File: config.mk
export PLATFORM = sky130hd
export DESIGN_NAME = zbin_frame_sequencer_flat
export DESIGN_NICKNAME = d
export VERILOG_FILES = /design/src/rtl/zpd_pkg.sv /design/src/rtl/zbin_frame_sequencer_if.sv /design/src/rtl/zsync_watchdog.sv /design/src/rtl/zbin_frame_sequencer.sv /design/src/flat_wrapper.sv
export SDC_FILE = /design/constraint.sdc
export NUM_CORES = 1
export LEC_CHECK = 0
export BUFFER_PORTS_ARGS = -buffer_cell sky130_fd_sc_hd__buf_2
export CORE_AREA = 2 2 114 116
export CTS_BUF_LIST = sky130_fd_sc_hd__clkbuf_8
export DETAILED_ROUTE_END_ITERATION = 6
export DIE_AREA = 0 0 116 118
export PLACE_DENSITY = 0.38
export RECOVER_POWER = 25
export SLEW_MARGIN = 5
export SYNTH_ARGS = -nofsm -noshare
export SYNTH_HDL_FRONTEND = slang
export SYNTH_SLANG_ARGS = --single-unit
File: constraint.sdc
create_clock -name iClk -period 2.8 [get_ports iClk]
set_input_delay 0.56 -clock iClk [delete_from_list [all_inputs] [get_ports iClk]]
set_output_delay 0.56 -clock iClk [all_outputs]
set_load 0.05 [all_outputs]
File: src/rtl/zpd_pkg.sv
// Shared definitions for the z-bin frame sequencer: state encoding and default geometry.
package zpd_pkg;

  typedef enum logic [1:0] {
    IDLE = 2'd0,
    ARM  = 2'd1,
    RUN  = 2'd2,
    DONE = 2'd3
  } state_t;

  localparam int BINS_DEF         = 60;
  localparam int CNT_W_DEF        = 16;
  localparam int ADDR_W_DEF       = 6;
  localparam int SYNC_TIMEOUT_DEF = 2500000;

endpackage

File: src/rtl/zbin_frame_sequencer_if.sv
// Bus between the frame sequencer and its neighbours (tick gen, pulse counter, BRAM, readout).
interface zbin_frame_sequencer_if #(
  parameter int CNT_W  = zpd_pkg::CNT_W_DEF,
  parameter int ADDR_W = zpd_pkg::ADDR_W_DEF
) ();

  logic              iEnable;
  logic              iSync50Hz;
  logic              iTickBin;
  logic [CNT_W-1:0]  iPulseCnt;
  logic              iFrameAck;

  logic              oCntClr;
  logic              oWrEn;
  logic              oWrBank;
  logic [ADDR_W-1:0] oWrAddr;
  logic [CNT_W-1:0]  oWrData;
  logic              oFrameRdy;
  logic              oRdBank;
  logic              oOverrun;
  logic              oSyncErr;
  logic              oSyncLost;
  zpd_pkg::state_t   dbgState;

  // Readout handshake: oFrameRdy is the valid flag for the frame in oRdBank; iFrameAck
  // is a one-cycle ready/accept. A frame is consumed in any cycle where both are high;
  // an ack with oFrameRdy low is ignored.
  modport master (
    input  iEnable, iSync50Hz, iTickBin, iPulseCnt, iFrameAck,
    output oCntClr, oWrEn, oWrBank, oWrAddr, oWrData,
    output oFrameRdy, oRdBank, oOverrun, oSyncErr, oSyncLost, dbgState
  );

  modport slave (
    output iEnable, iSync50Hz, iTickBin, iPulseCnt, iFrameAck,
    input  oCntClr, oWrEn, oWrBank, oWrAddr, oWrData,
    input  oFrameRdy, oRdBank, oOverrun, oSyncErr, oSyncLost, dbgState
  );

endinterface

File: src/rtl/zsync_watchdog.sv
// Rising-edge detect on the 50Hz sync and a clock counter that flags a missing sync.
module zsync_watchdog #(
  parameter int SYNC_TIMEOUT = zpd_pkg::SYNC_TIMEOUT_DEF
) (
  input  logic iClk,
  input  logic iRst,
  input  logic iSync,
  input  logic iCountEn,
  input  logic iClear,
  output logic oSyncEdge,
  output logic oTimeout
);

  localparam int CW = $clog2(SYNC_TIMEOUT + 1);

  logic          syncQ;
  logic [CW-1:0] cnt;

  assign oSyncEdge = iSync & ~syncQ;
  // A sync edge in the same cycle wins over an expiring count.
  assign oTimeout  = iCountEn & ~oSyncEdge & (cnt == CW'(SYNC_TIMEOUT - 1));

  always_ff @(posedge iClk or posedge iRst) begin
    if (iRst) begin
      syncQ <= 1'b0;
      cnt   <= '0;
    end else begin
      syncQ <= iSync;
      if (iClear || oSyncEdge || oTimeout) cnt <= '0;
      else if (iCountEn)                  cnt <= cnt + CW'(1);
    end
  end

endmodule

File: src/rtl/zbin_frame_sequencer.sv
// Frames the pulse-counter datapath into sync-aligned frames of BINS bins, writing each
// bin into ping-pong BRAM and handing completed banks to readout.
module zbin_frame_sequencer
  import zpd_pkg::*;
#(
  parameter int BINS         = BINS_DEF,
  parameter int CNT_W        = CNT_W_DEF,
  parameter int ADDR_W       = ADDR_W_DEF,
  parameter int SYNC_TIMEOUT = SYNC_TIMEOUT_DEF
) (
  input logic iClk,
  input logic iRst,
  zbin_frame_sequencer_if.master bus
);

  state_t            state, stateNxt;
  logic [ADDR_W-1:0] bin, binNxt;
  logic              wrBank, wrBankNxt, syncPend, syncPendNxt;
  logic              cntClrQ, cntClrNxt, wrEnQ, wrEnNxt, syncErrQ, syncErrNxt;
  logic              frameRdyQ, frameRdyNxt, rdBankQ, rdBankNxt;
  logic              overrunQ, overrunNxt, syncLostQ, syncLostNxt;
  logic [ADDR_W-1:0] wrAddrQ, wrAddrNxt;
  logic [CNT_W-1:0]  wrDataQ, wrDataNxt;
  logic              en, tick, ack, syncEdge, timeout, lastBin;

  assign en      = bus.iEnable;
  assign tick    = bus.iTickBin;
  assign ack     = bus.iFrameAck;
  assign lastBin = (bin == ADDR_W'(BINS - 1));

  zsync_watchdog #(.SYNC_TIMEOUT(SYNC_TIMEOUT)) uWatchdog (
    .iClk      (iClk),
    .iRst      (iRst),
    .iSync     (bus.iSync50Hz),
    .iCountEn  ((state == ARM) || (state == RUN)),
    .iClear    (state == IDLE),
    .oSyncEdge (syncEdge),
    .oTimeout  (timeout)
  );

  always_ff @(posedge iClk or posedge iRst) begin
    if (iRst) begin
      state     <= IDLE;
      bin       <= '0;
      wrBank    <= 1'b0;
      syncPend  <= 1'b0;
      cntClrQ   <= 1'b0;
      wrEnQ     <= 1'b0;
      wrAddrQ   <= '0;
      wrDataQ   <= '0;
      frameRdyQ <= 1'b0;
      rdBankQ   <= 1'b0;
      overrunQ  <= 1'b0;
      syncErrQ  <= 1'b0;
      syncLostQ <= 1'b0;
    end else begin
      state     <= stateNxt;
      bin       <= binNxt;
      wrBank    <= wrBankNxt;
      syncPend  <= syncPendNxt;
      cntClrQ   <= cntClrNxt;
      wrEnQ     <= wrEnNxt;
      wrAddrQ   <= wrAddrNxt;
      wrDataQ   <= wrDataNxt;
      frameRdyQ <= frameRdyNxt;
      rdBankQ   <= rdBankNxt;
      overrunQ  <= overrunNxt;
      syncErrQ  <= syncErrNxt;
      syncLostQ <= syncLostNxt;
    end
  end

  always_comb begin
    stateNxt = state;
    unique case (state)
      IDLE:    if (en) stateNxt = ARM;
      ARM:     if (syncEdge || syncPend) stateNxt = RUN;
      RUN:     if (tick && lastBin) stateNxt = DONE;
      DONE:    stateNxt = ARM;
      default: stateNxt = IDLE;
    endcase
    if (timeout) stateNxt = ARM;
    if (!en)     stateNxt = IDLE;
  end

  always_comb begin
    binNxt      = bin;
    wrBankNxt   = wrBank;
    syncPendNxt = syncPend;
    cntClrNxt   = 1'b0;
    wrEnNxt     = 1'b0;
    syncErrNxt  = 1'b0;
    wrAddrNxt   = wrAddrQ;
    wrDataNxt   = wrDataQ;
    frameRdyNxt = frameRdyQ;
    rdBankNxt   = rdBankQ;
    overrunNxt  = overrunQ;
    syncLostNxt = syncLostQ;

    // The ack is applied before any DONE hand-over in the same cycle.
    if (ack && frameRdyQ) begin
      frameRdyNxt = 1'b0;
      overrunNxt  = 1'b0;
    end
    if (syncEdge) syncLostNxt = 1'b0;

    if (!en) begin
      binNxt      = '0;
      syncPendNxt = 1'b0;
    end else if (timeout) begin
      syncLostNxt = 1'b1;
      binNxt      = '0;
      syncPendNxt = 1'b0;
    end else begin
      unique case (state)
        ARM: if (syncEdge || syncPend) begin
          binNxt      = '0;
          cntClrNxt   = 1'b1;
          syncPendNxt = 1'b0;
        end
        RUN: begin
          if (tick && (lastBin || !syncEdge)) begin
            wrEnNxt   = 1'b1;
            cntClrNxt = 1'b1;
            wrAddrNxt = bin;
            wrDataNxt = bus.iPulseCnt;
            binNxt    = lastBin ? '0 : bin + ADDR_W'(1);
            if (lastBin && syncEdge) syncPendNxt = 1'b1;
          end else if (syncEdge) begin
            syncErrNxt = 1'b1;
            binNxt     = '0;
            cntClrNxt  = 1'b1;
          end
        end
        DONE: begin
          if (syncEdge) syncPendNxt = 1'b1;
          if (!frameRdyQ || ack) begin
            rdBankNxt   = wrBank;
            wrBankNxt   = ~wrBank;
            frameRdyNxt = 1'b1;
          end else begin
            overrunNxt = 1'b1;
          end
        end
        default: ;
      endcase
    end
  end

  assign bus.oCntClr   = cntClrQ;
  assign bus.oWrEn     = wrEnQ;
  assign bus.oWrBank   = wrBank;
  assign bus.oWrAddr   = wrAddrQ;
  assign bus.oWrData   = wrDataQ;
  assign bus.oFrameRdy = frameRdyQ;
  assign bus.oRdBank   = rdBankQ;
  assign bus.oOverrun  = overrunQ;
  assign bus.oSyncErr  = syncErrQ;
  assign bus.oSyncLost = syncLostQ;
  assign bus.dbgState  = state;

endmodule

File: src/flat_wrapper.sv
// flat-port wrapper written by rule: the top's interface ports become plain ports
module zbin_frame_sequencer_flat import zpd_pkg::*;
#(
  parameter int BINS         = BINS_DEF,
  parameter int CNT_W        = CNT_W_DEF,
  parameter int ADDR_W       = ADDR_W_DEF,
  parameter int SYNC_TIMEOUT = SYNC_TIMEOUT_DEF
)
  (iClk, iRst, bus_iEnable, bus_iSync50Hz, bus_iTickBin, bus_iPulseCnt, bus_iFrameAck, bus_oCntClr, bus_oWrEn, bus_oWrBank, bus_oWrAddr, bus_oWrData, bus_oFrameRdy, bus_oRdBank, bus_oOverrun, bus_oSyncErr, bus_oSyncLost, bus_dbgState);
  zbin_frame_sequencer_if #(.CNT_W(CNT_W), .ADDR_W(ADDR_W)) bus_i ();
  input logic iClk;
  input logic iRst;
  input wire logic [$bits(bus_i.iEnable)-1:0] bus_iEnable;
  input wire logic [$bits(bus_i.iSync50Hz)-1:0] bus_iSync50Hz;
  input wire logic [$bits(bus_i.iTickBin)-1:0] bus_iTickBin;
  input wire logic [$bits(bus_i.iPulseCnt)-1:0] bus_iPulseCnt;
  input wire logic [$bits(bus_i.iFrameAck)-1:0] bus_iFrameAck;
  output wire logic [$bits(bus_i.oCntClr)-1:0] bus_oCntClr;
  output wire logic [$bits(bus_i.oWrEn)-1:0] bus_oWrEn;
  output wire logic [$bits(bus_i.oWrBank)-1:0] bus_oWrBank;
  output wire logic [$bits(bus_i.oWrAddr)-1:0] bus_oWrAddr;
  output wire logic [$bits(bus_i.oWrData)-1:0] bus_oWrData;
  output wire logic [$bits(bus_i.oFrameRdy)-1:0] bus_oFrameRdy;
  output wire logic [$bits(bus_i.oRdBank)-1:0] bus_oRdBank;
  output wire logic [$bits(bus_i.oOverrun)-1:0] bus_oOverrun;
  output wire logic [$bits(bus_i.oSyncErr)-1:0] bus_oSyncErr;
  output wire logic [$bits(bus_i.oSyncLost)-1:0] bus_oSyncLost;
  output wire logic [$bits(bus_i.dbgState)-1:0] bus_dbgState;
  assign bus_i.iEnable = bus_iEnable;
  assign bus_i.iSync50Hz = bus_iSync50Hz;
  assign bus_i.iTickBin = bus_iTickBin;
  assign bus_i.iPulseCnt = bus_iPulseCnt;
  assign bus_i.iFrameAck = bus_iFrameAck;
  assign bus_oCntClr = bus_i.oCntClr;
  assign bus_oWrEn = bus_i.oWrEn;
  assign bus_oWrBank = bus_i.oWrBank;
  assign bus_oWrAddr = bus_i.oWrAddr;
  assign bus_oWrData = bus_i.oWrData;
  assign bus_oFrameRdy = bus_i.oFrameRdy;
  assign bus_oRdBank = bus_i.oRdBank;
  assign bus_oOverrun = bus_i.oOverrun;
  assign bus_oSyncErr = bus_i.oSyncErr;
  assign bus_oSyncLost = bus_i.oSyncLost;
  assign bus_dbgState = bus_i.dbgState;
  zbin_frame_sequencer #(.BINS(BINS), .CNT_W(CNT_W), .ADDR_W(ADDR_W), .SYNC_TIMEOUT(SYNC_TIMEOUT)) u_core (.iClk(iClk), .iRst(iRst), .bus(bus_i));
endmodule
==> metrics.yaml <==
floorplanning:
  dieArea_um2: 13700
  num_rows: 41
  core_area_um2: 12400
  die_h_um: 118
  io_pins: 54
  start_util: 0.245
  die_w_um: 116
final_layout:
  stdcell_count: 517
  area_growth_pct: 20.9
  finish.utilization: 0.296
  drive_gt1_frac: 0.284
  fill_cells: 1346
  antenna_cells: 0
  nNetsFinal: 369
  postLayoutCellArea_um2: 3680
power:
  swShare: 0.455
  power_leakage_nw: 1.59
  comb_power_share: 0.428
  power_frac_clock: 0.214
  power_density_nw_per_um2: 872
  p_int_mw: 1.75
  p_seq_frac: 0.358
  finalPower_mw: 3.21
  ir_drop_mv: 0.209
  p_sw_mw: 1.46
timing:
  drv_slew: 0
  tns_ns: 0
  min_period_over_period: 0.862
  hold_violations: 0
  finalSetupViolCount: 0
  skew_ns: 0.00931
  fin_ws_ns: 0.385
  rsz0062_at_grt: "false"
  fmax_mhz: 414
  holdWs_ns: 0.352
  period_needed_ns: 2.41
  worst_pin_slew_ns: 1.15
  relSlewSlack: 0.235
detailed_routing:
  wl_per_cell_um: 13.9
  vias: 2352
  routed_via_density: 4.55
  route.detailed.drc: 0
  drt-pass1-iter-count: 4
  ant_nets: 0
  drtIter0Drc: 121
  routed_wl_um: 7160
clocking:
  cts_tree: "done"
  ctsHoldBuffers: 0
  cts-root-buf: "clkbuf_8"
  numCtsBuffers: 9
  post_cts_resized: 0
  clk_path_buf_depth: 2
  postCtsSetupRepairBufs: 0
  clk_pin_slew_ns: 0.07
  cts.sinks: 62
  htreeDepth: 3
  clock_latency_ns: 0.35
grt:
  grt_overflow: 0
  grt_max_degree: 33
  track_usage: 0.114
  antenna_found_initial: 0
  grt_pass1_vias: 2387
  grt_first_pass_wirelength_um: 12100
placement:
  io_buffers: 53
  dp_cells: 501
  place.gp.congestion: 0.754
  placed_area_um2: 3530
  preCtsSetupSlack_ns: 0.339
  hpwlAfterDp_um: 5070
logic_synthesis:
  synthCells: 281
  ys_seq_elements: 62
  seq_area_frac_synth: 0.510
  syn_avg_cell_area_um2: 10.8
  synth_area_um2: 3040
  yosysWarnings: 0
  syn_nets: 310
  ys_types: 42
setup_path:
  worstPathRequired_ns: 3.04
  end_kind: "register"
  r2r_cells: 7
  cp_slowest_cell: "or4_4"
  crit_family: "simple AND/OR/NAND/NOR gates"
  crit_type: "reg2reg"
  startpoint_type: "register"
  critPathBufInv: 2
  worst-path-stages: 7
  critPathMaxFanout: 23
  crit_arrival_ns: 2.65
  cp_cell_sequence: "inv_1, ha_1, nand3_1, or4_4, o211ai_4, buf_12, mux2_2"
  worst_r2r_endpoint: "u_core.bus.oWrData[7]"
  max_stage_delay_ns: 0.54
  r2r_start: "u_core.bus.dbgState[1]"
  reg2reg_slack_ns: 0.39
hold_path:
  hold_depth: 1
  hold_path_end: "u_core.uWatchdog.syncQ"
  hold_start: "bus_iSync50Hz"
  hp-class: "in2reg"
flow_run:
  max_cap_violations: 0
outcome:
  status: "completed"
-- power groups by stage --
stage / Clock [mW] / Sequential [mW] / Combinational (mW)
finish: 0.686 / 1.15 / 1.37
global route: 0.762 / 1.17 / 1.50
CTS: 0.730 / 1.15 / 1.40
detailed placement: 0 / 1.17 / 1.40
global placement: 0 / 1.16 / 1.39
floorplan: 0 / 1.67 / 0.519
-- flip-flops by register name (all words and copies together) (netlist names), 2 cells and up --
register and flops:
u_core.uWatchdog.cnt 22, u_core.bus.oWrData 16, u_core.bus.dbgState 2, u_core.bus.oWrAddr 6, u_core.bin 6
-- how the worst max path moves through the flow --
stage,from,end,slack [ns]
finish,u_core.bus.dbgState[1],u_core.bus.oWrData[7],0.39
global route,u_core.bus.dbgState[1],u_core.uWatchdog.cnt[21],0.24
detailed placement,u_core.bus.dbgState[1],u_core.bus.oWrData[7],0.34
CTS,u_core.bus.dbgState[1],u_core.bus.oWrData[7],0.32
global placement,u_core.bus.dbgState[1],u_core.bus.oWrData[8],0.36
floorplan,u_core.bus.dbgState[0],u_core.bus.oWrAddr[0],0.14
-- logic make-up after synthesis --
group	Yosys count	share of synthesized area
compound gates	66	0.140
simple gates	89	0.167
flops	62	0.510
mux	24	0.0884
buf+inv	23	0.0370
fa+ha+maj	7	0.0288
xor+xnor	10	0.0288
-- worst reg2reg max path, stage by stage (launching register included) --
cell and delay, ns:
dfrtp_1 0.44, inv_1 0.11, ha_1 0.32, nand3_1 0.10
or4_4 0.54, o211ai_4 0.22, buf_12 0.20, mux2_2 0.37
-- synth_stat cells, drive strengths merged --
library cell	count	share of area
a2111o	1	0.0037
a2111oi	2	0.0058
a211oi	6	0.015
a21bo	1	0.0033
a21oi	20	0.033
and3	1	0.0021
and4	3	0.0086
buf	7	0.017
clkbuf	5	0.0062
dfrtp	62	0.51
ha	7	0.029
inv	11	0.014
mux2	23	0.085
mux2i	1	0.0033
nand2	14	0.017
nand2b	4	0.0082
nand3	11	0.018
nand3b	1	0.0025
nand4	8	0.016
nand4b	2	0.0058
nand4bb	1	0.0037
nor2	16	0.020
nor2b	2	0.0041
nor3	2	0.0033
nor4b	3	0.0086
o2111ai	2	0.0058
o211ai	1	0.0070
o21ai	18	0.030
o22ai	2	0.0041
o31a	1	0.0029
o31ai	11	0.027
o32ai	1	0.0029
or2	1	0.0021
or3	9	0.019
or4	11	0.028
xnor2	5	0.014
xor2	5	0.014
-- metal layers --
layer	global-route usage	wire length (um)
met1	0.142	3330
met2	0.182	3400
met3	0.0412	305
met4	0.0394	135
met5	0	0
-- area by class of cell --
class / instances / area (um2) / area share
Inverter: 11 / 41.3 / 0.0112
Multi-Input combinational cell: 196 / 1380 / 0.375
Clock inverter: 7 / 42.5 / 0.0116
Tap cell: 172 / 215 / 0.0585
Sequential cell: 62 / 1550 / 0.422
Timing Repair Buffer: 60 / 327 / 0.0887
Clock buffer: 9 / 124 / 0.0337
-- cell usage in the layout, fill, tap and decap left out, types with 4 or more instances in the layout --
cell       n
a211oi_1   6
a21oi_1   20
buf_2     52
buf_4      5
clkbuf_8   9
dfrtp_1   62
ha_1       7
inv_1     12
mux2_2    20
nand2_1   14
nand2b_1   4
nand3_1   11
nand4_1    8
nor2_1    16
o21ai_0   17
o31ai_1   11
or3_1      9
or4_1     10
xnor2_1    5
xor2_1     5
No activity file was read; power rests on OpenSTA's default activity.
